### src/rtl/serial_pattern_tx.sv
// serial_pattern_tx: parallel-to-serial pattern transmitter.
// Captures DATA on an accepted START and shifts the low Leff bits out MSB-first on Y,
// one bit per CLK, with one cycle of latency. Frames may be chained with no gap.
// Optional feature macro: SERIAL_PATTERN_TX_PARITY_EN appends an even-parity bit
// (state PAR) after the data bits; DONE then marks the parity cycle.
module serial_pattern_tx #(
    parameter int unsigned W          = 8,
    parameter logic        IDLE_LEVEL = 1'b0
) (
    input  logic                       CLK,
    input  logic                       RST,
    input  logic                       START,
    input  logic [W-1:0]               DATA,
    input  logic [$clog2(W+1)-1:0]     LEN,
    output logic                       Y,
    output logic                       Y_VALID,
    output logic                       BUSY,
    output logic                       DONE
);

    localparam int unsigned LW    = $clog2(W+1);
    localparam logic [LW-1:0] W_LEN = LW'(W);
    localparam logic [LW-1:0] ONE   = LW'(1);
    localparam logic [LW-1:0] TWO   = LW'(2);

    typedef enum logic [1:0] {
        IDLE,
        SHIFT
`ifdef SERIAL_PATTERN_TX_PARITY_EN
        ,
        PAR
`endif
    } state_t;

    state_t          state;
    // sreg holds the bits still to be sent; the bit currently on Y is already registered.
    logic [W-1:0]    sreg;
    // cnt counts the data bits remaining, including the one currently on Y.
    logic [LW-1:0]   cnt;
`ifdef SERIAL_PATTERN_TX_PARITY_EN
    logic            par;
`endif

    logic [LW-1:0]   leff;
    logic [W-1:0]    load;
    logic            accept;

    // Clamp LEN to 1..W, left-justify the pattern and decide whether START is taken.
    always_comb begin
        leff = LEN;
        if ((LEN == '0) || (LEN > W_LEN)) begin
            leff = W_LEN;
        end
        load   = DATA << (W_LEN - leff);
        accept = START && ((state == IDLE) || DONE);
    end

    // Frame sequencer: state, shift register, counter and all registered outputs.
    always_ff @(posedge CLK) begin
        if (RST) begin
            state   <= IDLE;
            sreg    <= '0;
            cnt     <= '0;
            Y       <= IDLE_LEVEL;
            Y_VALID <= 1'b0;
            BUSY    <= 1'b0;
            DONE    <= 1'b0;
`ifdef SERIAL_PATTERN_TX_PARITY_EN
            par     <= 1'b0;
`endif
        end else if (accept) begin
            state   <= SHIFT;
            Y       <= load[W-1];
            sreg    <= load << 1;
            cnt     <= leff;
            Y_VALID <= 1'b1;
            BUSY    <= 1'b1;
`ifdef SERIAL_PATTERN_TX_PARITY_EN
            DONE    <= 1'b0;
            par     <= load[W-1];
`else
            DONE    <= (leff == ONE);
`endif
        end else begin
            case (state)
                SHIFT: begin
                    if (cnt > ONE) begin
                        Y    <= sreg[W-1];
                        sreg <= sreg << 1;
                        cnt  <= cnt - ONE;
`ifdef SERIAL_PATTERN_TX_PARITY_EN
                        par  <= par ^ sreg[W-1];
`else
                        DONE <= (cnt == TWO);
`endif
                    end else begin
                        cnt <= '0;
`ifdef SERIAL_PATTERN_TX_PARITY_EN
                        state <= PAR;
                        Y     <= par;
                        DONE  <= 1'b1;
`else
                        state   <= IDLE;
                        Y       <= IDLE_LEVEL;
                        Y_VALID <= 1'b0;
                        BUSY    <= 1'b0;
                        DONE    <= 1'b0;
`endif
                    end
                end
                default: begin
                    state   <= IDLE;
                    cnt     <= '0;
                    Y       <= IDLE_LEVEL;
                    Y_VALID <= 1'b0;
                    BUSY    <= 1'b0;
                    DONE    <= 1'b0;
                end
            endcase
        end
    end

endmodule
### config.mk
export PLATFORM = sky130hd
export DESIGN_NAME = serial_pattern_tx
export DESIGN_NICKNAME = d
export VERILOG_FILES = /design/src/rtl/serial_pattern_tx.sv
export SDC_FILE = /design/constraint.sdc
export NUM_CORES = 1
export LEC_CHECK = 0
export BUFFER_PORTS_ARGS = -buffer_cell sky130_fd_sc_hd__buf_2
export CAP_MARGIN = 20
export CELL_PAD_IN_SITES_DETAIL_PLACEMENT = 0
export CELL_PAD_IN_SITES_GLOBAL_PLACEMENT = 2
export CORE_MARGIN = 8
export CORE_UTILIZATION = 32
export CTS_CLUSTER_DIAMETER = 30
export DETAILED_ROUTE_END_ITERATION = 7
export GPL_TIMING_DRIVEN = 0
export PLACE_DENSITY = 0.79
export SYNTH_ARGS = -nofsm -noshare
export SYNTH_HDL_FRONTEND = slang
export SYNTH_SLANG_ARGS = --single-unit
### constraint.sdc
create_clock -name CLK -period 2 [get_ports CLK]
set_clock_uncertainty 0.1 [all_clocks]
set_input_delay 0.2 -clock CLK [delete_from_list [all_inputs] [get_ports CLK]]
set_output_delay 0.2 -clock CLK [all_outputs]
set_load 0.02 [all_outputs]
==> flow_metrics.tcl <==
set metrics [dict create \
    rr_endpoint "sreg[4]$_SDFFE_PP0P_" \
    synth.distinct_cells 36 \
    finalHoldViolations 0 \
    finalSetupViolCount 0 \
    layout_min_cycle_time_ns 1.959 \
    synth-warning-count 0 \
    dieArea_um2 5032 \
    p_sw_uw 216.0 \
    seq_area_um2 280.3 \
    drive_gt1_share_pct 28.15 \
    synth-compound-area-share_pct 19.43 \
    synth_top_area_share_pct 29.02 \
    slowest_delay_ns 0.39 \
    synth-seq-cells 14 \
    grt_pass1_vias 855 \
    run_status "finished, final reports clean" \
    pwr-share-comb_pct 28.9 \
    synth_area_um2 965.9 \
    clkPwrFrac_pct 27.6 \
    wl_met3_um 75 \
    yosysSeqAreaShare_pct 29.02 \
    rrSetupSlack_ns 0.04 \
    detail_route.iter0.violations 48 \
    hold_class "in -> reg" \
    coreArea_um2 2953 \
    antenna_found_initial 0 \
    max_freq_ghz 0.5104 \
    placed_cells 160 \
    clockRootBuffer "clkbuf_4" \
    area_growth_pct 20.47 \
    critPathLaunchType "flop" \
    yosys.area_share.simple_pct 19.04 \
    finalNonFillerCells 168 \
    grt_pass1_wl_um 4050 \
    diodes 0 \
    dr.max_layer_used "met4" \
    vias 882 \
    viasPerCell 5.250 \
    die_h_um 70.94 \
    synthMuxAreaShare_pct 19.82 \
    synth_xor_area_share_pct 1.813 \
    synthCells 109 \
    routed_wl_um 2426 \
    crit_chain "inv_1, ha_1, nor2_1, o31ai_4, buf_4, mux2_1, a22oi_1, nor2_1" \
    peakVddDrop_uv 156.7 \
    slew_headroom_pct 65.17 \
    r2r_cells 8 \
    place_area_um2 1097 \
    dp_hpwl_um 1973 \
    critPathKind "reg -> reg" \
    final.period_utilization_pct 97.96 \
    yosys.area.top_type "dfxtp_1" \
    dr_wl_met2_um 1086 \
    maxCapViolCount 0 \
    synth_nets 128 \
    port_buffers 18 \
    clockBufferDepth 2 \
    p_per_area_nw_per_um2 616.1 \
    path_buf_inv 2 \
    place.gp.congestion 0.8031 \
    cp_common_cell "nor2_1" \
    total_power_uw 717.0 \
    ys.flop_type "dfxtp_1" \
    synth.area.top_cells "dfxtp_1 (29%), mux2i_1 (12%), ha_1 (5.2%), nor3_1 (4.7%), nor2_1 (4.7%)" \
    synth_common_cells "dfxtp_1 (14), mux2i_1 (12), nor2_1 (12)" \
    worstPathRequired_ns 2.06 \
    synth_edf_count 0 \
    drt-met1-wl_um 1230 \
    grt_max_degree 11 \
    hold_ws_ns 0.05588 \
    rsz0062_at_grt "no" \
    cts_tree "yes" \
    hold_depth 2 \
    die_w_um 70.94 \
    min_delay_worst_endpoint "sreg[6]$_SDFFE_PP0P_" \
    grt_use_total_pct 9.772 \
    grt_overflow 0 \
    numClockSinks 14 \
    path_max_fanout 8 \
    critPathArrivalTime_ns 2.01 \
    drcViolationCount 0 \
    slew_viol_final 0 \
    p_leak_nw 0.5077 \
    crit_slowest_cell "dfxtp_1" \
    tightestPinTransition_ns 0.5224 \
    ios 19 \
    htree_levels 1 \
    fill_cells 312 \
    critPathTopFamily "flip-flops" \
    core.rowCount 20 \
    nets 155 \
    reg2reg_from "cnt[0]$_SDFF_PP0_" \
    synth_most_common_cell "dfxtp_1" \
    ys_async_sr_fraction_pct 0 \
    ant_nets 0 \
    first_pass_iters 4 \
    multi_input_area_um2 630.6 \
    cts-buffers-inserted 3 \
    power_frac_seq_pct 43.5 \
    cp-end-kind "flop" \
    synth_top_family_by_area "multiplexers" \
    fin_area_um2 1164 \
    synthAdderAreaFrac_pct 5.181 \
    worstHoldStart "RST" \
    initial_core_util_pct 32.71 \
    internal_power_uw 500.9 \
    avgRoutedWirePerCell_um 14.44 \
    syn_area_per_cell_um2 8.862 \
    clkTransAtPathRegs_ns 0.09 \
    p_sw_share_pct 30.13 \
    clk_latency_ns 0.27 \
]
==> cells in the final DEF (no fill, tap or decap), types with 2 or more instances in the layout <==
cell type	synthesis	routed
buf_4	2	6
a211oi_1	2	2
mux2i_1	12	12
clkbuf_4	1	4
nor2_1	12	12
o21a_1	2	2
mux2_1	3	3
nor3_1	9	9
buf_2	0	18
a31oi_1	5	5
nand2b_1	3	3
a21oi_1	5	5
o22ai_1	2	2
inv_1	3	3
clkbuf_1	3	3
nand2_1	8	8
ha_1	4	4
dfxtp_1	14	14
==> metrics by stage <==
stage                TNS, ns  util [%]  setup WS (ns)
floorplan                  0         -         0.2318
global placement    -0.07388     37.16       -0.07195
detailed placement   -0.1440     37.16        -0.1102
CTS                        0     38.39       0.005213
global route               0     39.41       0.007813
finish                     0     39.41        0.04077
==> kinds of logic (layout without fill, tap and decap cells) <==
kind of cell               Yosys count  in the layout
AOI/OAI and AO/OA                   24             24
xor gates and xnor gates             2              2
adders and majority gates            4              4
buffers and inverters               11             37
DFF                                 14             14
muxes                               17             17
and+or+nand+nor                     37             37
==> what timing repair did <==
action,in CTS,in global routing
gates resized for setup,0,0
buffers inserted,0,4
endpoints found under the setup margin,0,2
hold buffers,0,0
==> worst max path at each step <==
stage | from | to | slack [ns] | depth (start not counted)
finish | cnt[0]$_SDFF_PP0_ | sreg[4]$_SDFFE_PP0P_ | 0.04 | 8
detailed placement | LEN[3] | sreg[7]$_SDFFE_PP0P_ | -0.11 | 9
global route | cnt[0]$_SDFF_PP0_ | sreg[4]$_SDFFE_PP0P_ | 0.008 | 8
floorplan | cnt[0]$_SDFF_PP0_ | sreg[4]$_SDFFE_PP0P_ | 0.23 | 7
global placement | LEN[3] | sreg[7]$_SDFFE_PP0P_ | -0.07 | 9
CTS | cnt[0]$_SDFF_PP0_ | sreg[4]$_SDFFE_PP0P_ | 0.005 | 7
==> metal layers <==
layer	up-vias	global-route usage, %
li1	451	-
met4	0	5.543
met3	2	0.8475
met1	406	12.90
met5	-	0
met2	23	15.14
==> power by group through the flow <==
stage / combinational (mW) / sequential (mW) / clock [mW]
floorplan: 0.139 / 0.320 / 0
global placement: 0.199 / 0.318 / 0
detailed placement: 0.201 / 0.319 / 0
CTS: 0.202 / 0.312 / 0.204
global route: 0.229 / 0.315 / 0.219
finish: 0.207 / 0.312 / 0.198
==> layout make-up <==
type | count | share of cell area (%)
Multi-Input combinational cell | 84 | 54.19
Sequential cell | 14 | 24.09
Timing Repair Buffer | 22 | 10.32
Tap cell | 33 | 3.548
Clock buffer | 4 | 3.118
Buffer | 6 | 2.903
Inverter | 5 | 1.828
==> state kept, by name (all words and copies together), names as in the netlist <==
name / flops
cnt: 4
DONE: 1
Y: 1
sreg: 7
state: 1
(Power assumes the default switching activity.)
